<file path="src/rtl/result_credit_fifo.sv">
// result_credit_fifo
// Credit-managed result buffer placed after a fixed-latency, non-stallable
// arithmetic stage. Upstream may launch an operation only while a credit is
// held, so every result that later emerges from the latency line is
// guaranteed a free slot here even if the consumer stalls.
//
// Handshakes: issue fires when issue_valid && issue_ready; output fires when
// out_valid && out_ready. out_valid/out_data stay stable while
// out_valid && !out_ready. in_valid has no back-pressure: the producer is the
// delayed valid of a pipeline that cannot stall.
module result_credit_fifo #(
    parameter int WIDTH = 32,
    parameter int DEPTH = 8
) (
    input  logic                       clk,
    input  logic                       resetn,
    input  logic                       issue_valid,
    output logic                       issue_ready,
    input  logic                       in_valid,
    input  logic [WIDTH-1:0]           in_data,
    output logic                       out_valid,
    output logic [WIDTH-1:0]           out_data,
    input  logic                       out_ready,
    output logic [$clog2(DEPTH+1)-1:0] count,
    output logic                       err
);

    localparam int CW = $clog2(DEPTH + 1);
    localparam int PW = (DEPTH > 1) ? $clog2(DEPTH) : 1;
    localparam logic [CW-1:0] DEPTH_C = CW'(DEPTH);
    localparam logic [PW-1:0] LAST_PTR = PW'(DEPTH - 1);

    logic [WIDTH-1:0] r_mem [DEPTH];
    logic [PW-1:0]    r_wr_ptr;
    logic [PW-1:0]    r_rd_ptr;
    logic [CW-1:0]    r_count;
    logic [CW-1:0]    r_credits;
    logic             r_err;

    logic             w_issue_fire;
    logic             w_out_fire;
    logic             w_write;
    logic             w_drop;
    logic             w_issue_bad;
    logic [CW-1:0]    w_credits_nxt;
    logic [CW-1:0]    w_count_nxt;
    logic [PW-1:0]    w_wr_ptr_nxt;
    logic [PW-1:0]    w_rd_ptr_nxt;

    // Handshake decode and output decode straight from registers
    always_comb begin
        issue_ready  = (r_credits != '0);
        out_valid    = (r_count != '0);
        out_data     = r_mem[r_rd_ptr];
        count        = r_count;
        err          = r_err;
        w_issue_fire = issue_valid && issue_ready;
        w_issue_bad  = issue_valid && !issue_ready;
        w_out_fire   = out_valid && out_ready;
        // A full buffer can still accept a write when a read frees a slot
        w_write      = in_valid && ((r_count != DEPTH_C) || w_out_fire);
        w_drop       = in_valid && (r_count == DEPTH_C) && !w_out_fire;
    end

    // Next-state arithmetic for credits, occupancy and wrapping pointers
    always_comb begin
        w_credits_nxt = r_credits;
        w_count_nxt   = r_count;
        w_wr_ptr_nxt  = r_wr_ptr;
        w_rd_ptr_nxt  = r_rd_ptr;
        if (w_issue_fire && !w_out_fire) begin
            w_credits_nxt = r_credits - CW'(1);
        end else if (w_out_fire && !w_issue_fire && (r_credits != DEPTH_C)) begin
            // Saturate so an illegal injected result cannot mint extra credits
            w_credits_nxt = r_credits + CW'(1);
        end
        if (w_write && !w_out_fire) begin
            w_count_nxt = r_count + CW'(1);
        end else if (w_out_fire && !w_write) begin
            w_count_nxt = r_count - CW'(1);
        end
        if (w_write) begin
            w_wr_ptr_nxt = (r_wr_ptr == LAST_PTR) ? '0 : r_wr_ptr + PW'(1);
        end
        if (w_out_fire) begin
            w_rd_ptr_nxt = (r_rd_ptr == LAST_PTR) ? '0 : r_rd_ptr + PW'(1);
        end
    end

    // Control registers: credits, pointers, occupancy and sticky error
    always_ff @(posedge clk or negedge resetn) begin
        if (!resetn) begin
            r_credits <= DEPTH_C;
            r_count   <= '0;
            r_wr_ptr  <= '0;
            r_rd_ptr  <= '0;
            r_err     <= 1'b0;
        end else begin
            r_credits <= w_credits_nxt;
            r_count   <= w_count_nxt;
            r_wr_ptr  <= w_wr_ptr_nxt;
            r_rd_ptr  <= w_rd_ptr_nxt;
            if (w_issue_bad || w_drop) begin
                r_err <= 1'b1;
            end
        end
    end

    // Result storage, cleared on reset so out_data reads zero when empty
    always_ff @(posedge clk or negedge resetn) begin
        if (!resetn) begin
            for (int i = 0; i < DEPTH; i++) begin
                r_mem[i] <= '0;
            end
        end else if (w_write) begin
            r_mem[r_wr_ptr] <= in_data;
        end
    end

endmodule

</file>
<file path="config.mk">
export PLATFORM = sky130hd
export DESIGN_NAME = result_credit_fifo
export DESIGN_NICKNAME = d
export VERILOG_FILES = /design/src/rtl/result_credit_fifo.sv
export SDC_FILE = /design/constraint.sdc
export NUM_CORES = 1
export LEC_CHECK = 0
export BUFFER_PORTS_ARGS = -buffer_cell sky130_fd_sc_hd__clkbuf_2
export CELL_PAD_IN_SITES_DETAIL_PLACEMENT = 1
export CELL_PAD_IN_SITES_GLOBAL_PLACEMENT = 2
export CORE_ASPECT_RATIO = 1.5
export CORE_MARGIN = 8
export CORE_UTILIZATION = 41
export CTS_CLUSTER_DIAMETER = 30
export CTS_CLUSTER_SIZE = 8
export DETAILED_ROUTE_END_ITERATION = 8
export PLACE_DENSITY_LB_ADDON = 0.3
export REMOVE_ABC_BUFFERS = 1
export SYNTH_ARGS = -nofsm -noshare
export SYNTH_HDL_FRONTEND = slang
export SYNTH_SLANG_ARGS = --single-unit
</file>
<file path="constraint.sdc">
create_clock -name clk -period 2.6 [get_ports clk]
set_input_delay 0.26 -clock clk [delete_from_list [all_inputs] [get_ports clk]]
set_output_delay 0.26 -clock clk [all_outputs]
set_load 0.01 [all_outputs]
</file>
## Word-level counts from Yosys, hierarchy flattened

Cells that the tools add are included.

- Bits in registers: 271
- Bits of input ports: 37
- Logic and storage cells: 63
- Output and inout port bits: 39

- Magnitude comparators: 3
- Reductions and logical operators: 22
- Mux-type cells: 12
- $add $sub $neg: 6
- Equality and inequality tests: 5
- Bitwise logic cells: 2

Operators with widths:

| cell | number |
|---|---|
| 256-bit bitwise mux | 1 |
| 32-bit binary-select mux with 3-bit select | 1 |
| 32-bit demux with 3-bit select | 1 |
| 32-bit two-way mux | 3 |
| 4-bit two-way mux | 4 |
| 1-bit logical AND | 12 |
| 4-bit by 1-bit adder with 4-bit output, second input constant | 2 |
| 4-bit greater-or-equal comparator, second input constant | 2 |
| 4-bit inequality test, second input constant | 2 |
| 3-bit inverter with 4-bit output | 2 |
| 4-bit nonzero test | 2 |
| 4-bit by 1-bit subtractor with 4-bit output, second input constant | 2 |
| 3-bit by 1-bit adder with 3-bit output, second input constant | 2 |
| 3-bit == test, second input constant | 2 |
| 3-bit two-way mux | 2 |
| 4-bit == test, second input constant | 1 |
| 1-bit zero test | 4 |
| 4-bit by 1-bit less-than comparator with 1-bit output, second input constant | 1 |
| 2-bit nonzero test | 2 |
| 1-bit logical OR | 2 |

## Logic depth before layout (Yosys ltp)

- Word-level depth: 8
- Depth in mapped cells: 11
- Mapped depth without buffers: 10

## Least setup slack after synthesis

Ideal clock, no wire load.

- Path kind: register -> register
- From: register r_count[2], in the netlist count[2]
- To: register r_count[3], in the netlist count[3]
- Setup slack: -0.004 ns
- Required time: 2.520 ns
- Arrival time: 2.524 ns
- Setup time: 0.080 ns
- Stages on the path, launching flop included: 12
- Buffers on the path: 2
- Period minus slack after synthesis: 2.604 ns
- Path through: dfrtp_1 o41a_1 clkbuf_1 inv_1 buf_2 ha_1 inv_1 ha_1 a21o_1 a21oi_1 mux2i_1 xnor2_1

- Cells in the longest elaborated chain, start to end: 7
- Elaborated cells on any way between the ends: 14
- Classes of those cells: add/sub: 2; eq/ne: 1; mux: 2; reduce/logical: 9

RTL lines:

| what | RTL line | text |
|---|---|---|
| start: declaration | 36 | `logic [CW-1:0] r_count;` |
| start signal: assignment | 100 | `r_count <= w_count_nxt;` |
| parallel branches: the longest is 7 deep, another holds 4-bit by 1-bit subtractor with 4-bit output | -- |  |

Several ways; the timed one is not identified. The select of a mux whose other input is x is not followed.
A chain may end at the register's enable or synchronous reset.

## Worst setup path after layout

- From: register r_rd_ptr[0]
- To: output port out_data[18]

- Cells in the longest elaborated chain, start to end: 4

RTL lines:

| what | RTL line | text |
|---|---|---|
| start: declaration | 35 | `logic [PW-1:0] r_rd_ptr;` |
| start signal: assignment | 102 | `r_rd_ptr <= w_rd_ptr_nxt;` |
| 3-bit inverter with 4-bit output (implied by the code) | 54 | `out_data = r_mem[r_rd_ptr];` |
| 32-bit binary-select mux with 3-bit select | 54 |  |
| 32-bit two-way mux (implied by the code) (2 in series) | 54 |  |
| end: declaration | 22 | `output logic [WIDTH-1:0] out_data,` |

No other way between the ends. The select of a mux whose other input is x is not followed.

==> results list <==
* Insertion delay to the later sink of the worst-skew pair: 0.56 ns
* Sequential cell fraction of total power: 32.3%
- After filler insertion, the fill cell instance count of the layout stands at 2,807.
- In the final routed layout, each cell accounts on average for 23.92 um.
- In this run, synthesis inferred 0 flip-flops with an integrated enable.
* TritonCTS clock tree: yes
* Fraction of layout cells with a size suffix above 1: 61.51%
- The flow ran to the end, and the final reports show no timing, DRC or antenna violations.
- Average vias per placed instance: 5.418
* Number of optimization iterations in the first detailed-route pass: 4
- Actual slew at the worst max-slew pin: 0.6555 ns
* CP Capture Type: primary output
- Data arrival, critical path: 2.34 ns
- Critical path required time: 2.34 ns
- The signal on the critical path passes through buf_12 -> buf_12 -> clkbuf_16 -> mux4_2 -> mux2_4 -> buf_6.
- Static timing analysis puts the maximum clock frequency at 384.7 MHz.
- Kind of start point of the critical path: register
* Setup Crit Path Kind: register to primary output
- Global-route wire length before repair: 51,670 um
* Drc violations: 0
* Count of antenna-violating nets left after detailed routing: 0
* GRT Total Usage: 18.52%
- Post-synthesis register bit count: 271
- Max-Slew Margin vs Limit: 56.30%
- For this design the total switching power over the nets is 0.007124 W.
- Summing over every cut layer, the via total after detailed routing is 7,282.
* Yosys warnings: 0
- Number of buffers created by CTS: 53
- Final hold violation count: 0
* Slowest cell on crit path: sky130_fd_sc_hd__dfrtp_4
* RSZ-0062 raised after global routing: true
- For this design the static power due to leakage is 6.878 nW.
- Max-slew violations: 0
- The clock net in this run drives a total of 271 sinks.
* Die area: 36,400 um2
- RD Place Congestion: 0.7321
- Wires add up to 32,150 um.
- The share of total power dissipated in combinational logic is 37.7%.
- After synthesis the cells add up to 12,480 um2.
* I/O pin count: 76
- After the first detailed-routing iteration, the DRC count stood at 272.
- Largest clock skew in the final design: 0.01961 ns
- For this run, the slowest stage of the critical path takes 0.49 ns.
* Share of the yosys chip area belonging to registers: 54.33%
- Of all nets on the critical path, the largest fanout is 6.
* Critical path's most frequent cell: sky130_fd_sc_hd__buf_12
- Internal power of the cells: 0.01674 W
* Floorplan die width: 158.5 um
* Layout Area Growth over Synthesis: 26.15%
- The tightest hold path in the finished design has a slack of 0.04625 ns.
* Leading cell types in the layout, fill and taps excluded: 273 x sky130_fd_sc_hd__mux2_2, 266 x sky130_fd_sc_hd__dfrtp_1, 65 x sky130_fd_sc_hd__clkbuf_2
- Summed over all layers, the global routing overflow is 0.
- Fraction of power spent switching nets: 29.85%
* Die H: 229.7 um
- Number of buffer cells added on primary ports: 75
* Placement row count: 78
- The H-tree generated during clock tree synthesis spans 2 levels.
- Entering global routing, the biggest net connects 81 pins.
- The clock network is responsible for 30.0% of the overall power.
* Average cell area after synthesis: 16.30 um2
- FFs w/ async S/R, synth: 100.0%
- Most common library cell in the layout ignoring fill and taps: sky130_fd_sc_hd__mux2_2
* Master cell of the clock root buffer: sky130_fd_sc_hd__clkbuf_16
- The floorplan step defined a core boundary enclosing 30,160 um2.
* Pwr Density: 1515 nW/um2
- Post-layout total power: 0.02387 W
- No sink is reached through more buffers than the 3 on the longest clock path.
- In the final design database the tool counted 950 nets.
* Via count of the first global-routing pass: 8,810
- Count of different cell masters after synthesis: 44
* Detailed placement HPWL: 19,190 um
* Prevailing post-synth register cell: sky130_fd_sc_hd__dfrtp_1
* Clock edge transition at the registers on the reported setup and hold paths: 0.05 ns
* Initial Util: 41.40%
* Final period util: 99.98%
- The initial antenna violation count is 2.
- Max-capacitance violation count: 0
- Hold crit path type: input pin to register
- Setup Viol. Count Final: 0
- The worst path in the final design needs a cycle of 2.599 ns, including I/O delays and setup.
- Post-synthesis instance total: 766
* VDD IR max: 0.6364 mV
==> per-layer routing <==
layer	share of wire (%)	vias to the layer above	GRT usage (%)
li1	-	3150	-
met1	38	3940	21.22
met2	56	129	33.24
met3	3.9	61	3.924
met4	2.0	2	6.357
met5	0.040	-	0
==> cells in the mapped netlist, types with 2 or more instances <==
master	n	share of area, %
sky130_fd_sc_hd__mux2_2	283	26
sky130_fd_sc_hd__buf_1	6	0.18
sky130_fd_sc_hd__nand2b_1	2	0.10
sky130_fd_sc_hd__xnor2_1	3	0.21
sky130_fd_sc_hd__a21o_1	3	0.18
sky130_fd_sc_hd__nor3_1	4	0.16
sky130_fd_sc_hd__ha_1	9	0.90
sky130_fd_sc_hd__fa_1	2	0.32
sky130_fd_sc_hd__mux2_1	6	0.54
sky130_fd_sc_hd__clkbuf_1	13	0.39
sky130_fd_sc_hd__o21ai_0	3	0.12
sky130_fd_sc_hd__nor2_1	8	0.24
sky130_fd_sc_hd__buf_2	15	0.60
sky130_fd_sc_hd__mux4_2	64	12
sky130_fd_sc_hd__buf_6	14	1.3
sky130_fd_sc_hd__inv_1	7	0.21
sky130_fd_sc_hd__nand4b_4	2	0.38
sky130_fd_sc_hd__nor4b_2	2	0.24
sky130_fd_sc_hd__a31oi_1	2	0.10
sky130_fd_sc_hd__a21oi_1	7	0.28
sky130_fd_sc_hd__dfrtp_1	270	54
sky130_fd_sc_hd__nand2_1	17	0.51
sky130_fd_sc_hd__nand3_1	3	0.12
==> metrics by stage <==
stage / TNS [ns] / setup WS, ns / utilization, % / cell area, um2 / instances
finish: 0 / 0.0005456 / 52.22 / 15750 / 1344
global route: -0.6518 / -0.05815 / 52.22 / 15750 / 1344
CTS: -0.09522 / -0.02102 / 51.39 / 15500 / 1332
detailed placement: 0 / 0.08125 / 44.70 / 13480 / 1228
global placement: 0 / 0.2041 / 44.70 / 13480 / 1228
floorplan: -108.97 / -1.210 / - / 12170 / 717
==> cells by family (layout without fill, tap and decap cells) <==
group,after synthesis,count (layout),synth area share [%]
simple gates,47,47,2.476
other cells,0,1,0
mux,354,354,37.69
compound gates,22,22,1.213
flops,271,271,54.33
xor+xnor,4,4,0.2807
fa+ha+maj,11,11,1.223
buf+inv,57,234,2.786
==> final timing paths <==
check / start / end / slack [ns] / cells after the start
worst max-delay path: r_rd_ptr[0] / out_data[18] / 0.0005 / 6
worst min register to register: err / err / 0.47 / 1
worst max register to register: count[2] / count[3] / 0.15 / 10
min in group asynchronous: resetn / r_mem[148] / 0.29 / 2
worst min-delay path: in_data[14] / r_mem[46] / 0.05 / 2
max in group asynchronous: resetn / r_mem[6] / 1.42 / 3
==> area by class of cell <==
class	instances	area, um2	share of cell area [%]
inverter	8	30.03	0.1907
multi-input combinational	438	5430	34.48
timing repair buffer	130	1106	7.023
tap	400	500.5	3.178
clock buffer	73	1494	9.486
sequential	271	6793	43.13
clock inverter	23	392.9	2.495
antenna	1	2.502	0.01589
==> critical path, delay by kind of cell, from the launching register on <==
| family | cells | cell delay (ns) |
|---|---|---|
| buffers and inverters | 4 | 0.57 |
| muxes | 2 | 0.70 |
| DFF | 1 | 0.49 |
==> sequential cells by signal, indices dropped and copies added, names as in the netlist <==
signal     cells
r_mem        256
count          4
r_credits      4
r_rd_ptr       3
r_wr_ptr       3
err            1
==> power groups by stage <==
stage	sequential, W	clock (W)	combinational (W)
after floorplan	0.00754	0	0.00554
after global placement	0.00756	0	0.00781
after detailed placement	0.00784	0	0.00814
after CTS	0.00775	0.00731	0.00856
after global routing	0.00799	0.00750	0.00971
final	0.00771	0.00717	0.00899
==> what timing repair did <==
action / in CTS / in global routing
pin swaps: 0 / 0
buffers inserted: 5 / 8
endpoints found under the hold margin: 74 / 0
hold buffers: 2 / 0
gates resized for setup: 5 / 34
endpoints found under the setup margin: 29 / 30
cloned: 1 / 3
Power figures use the tool's default switching activity.
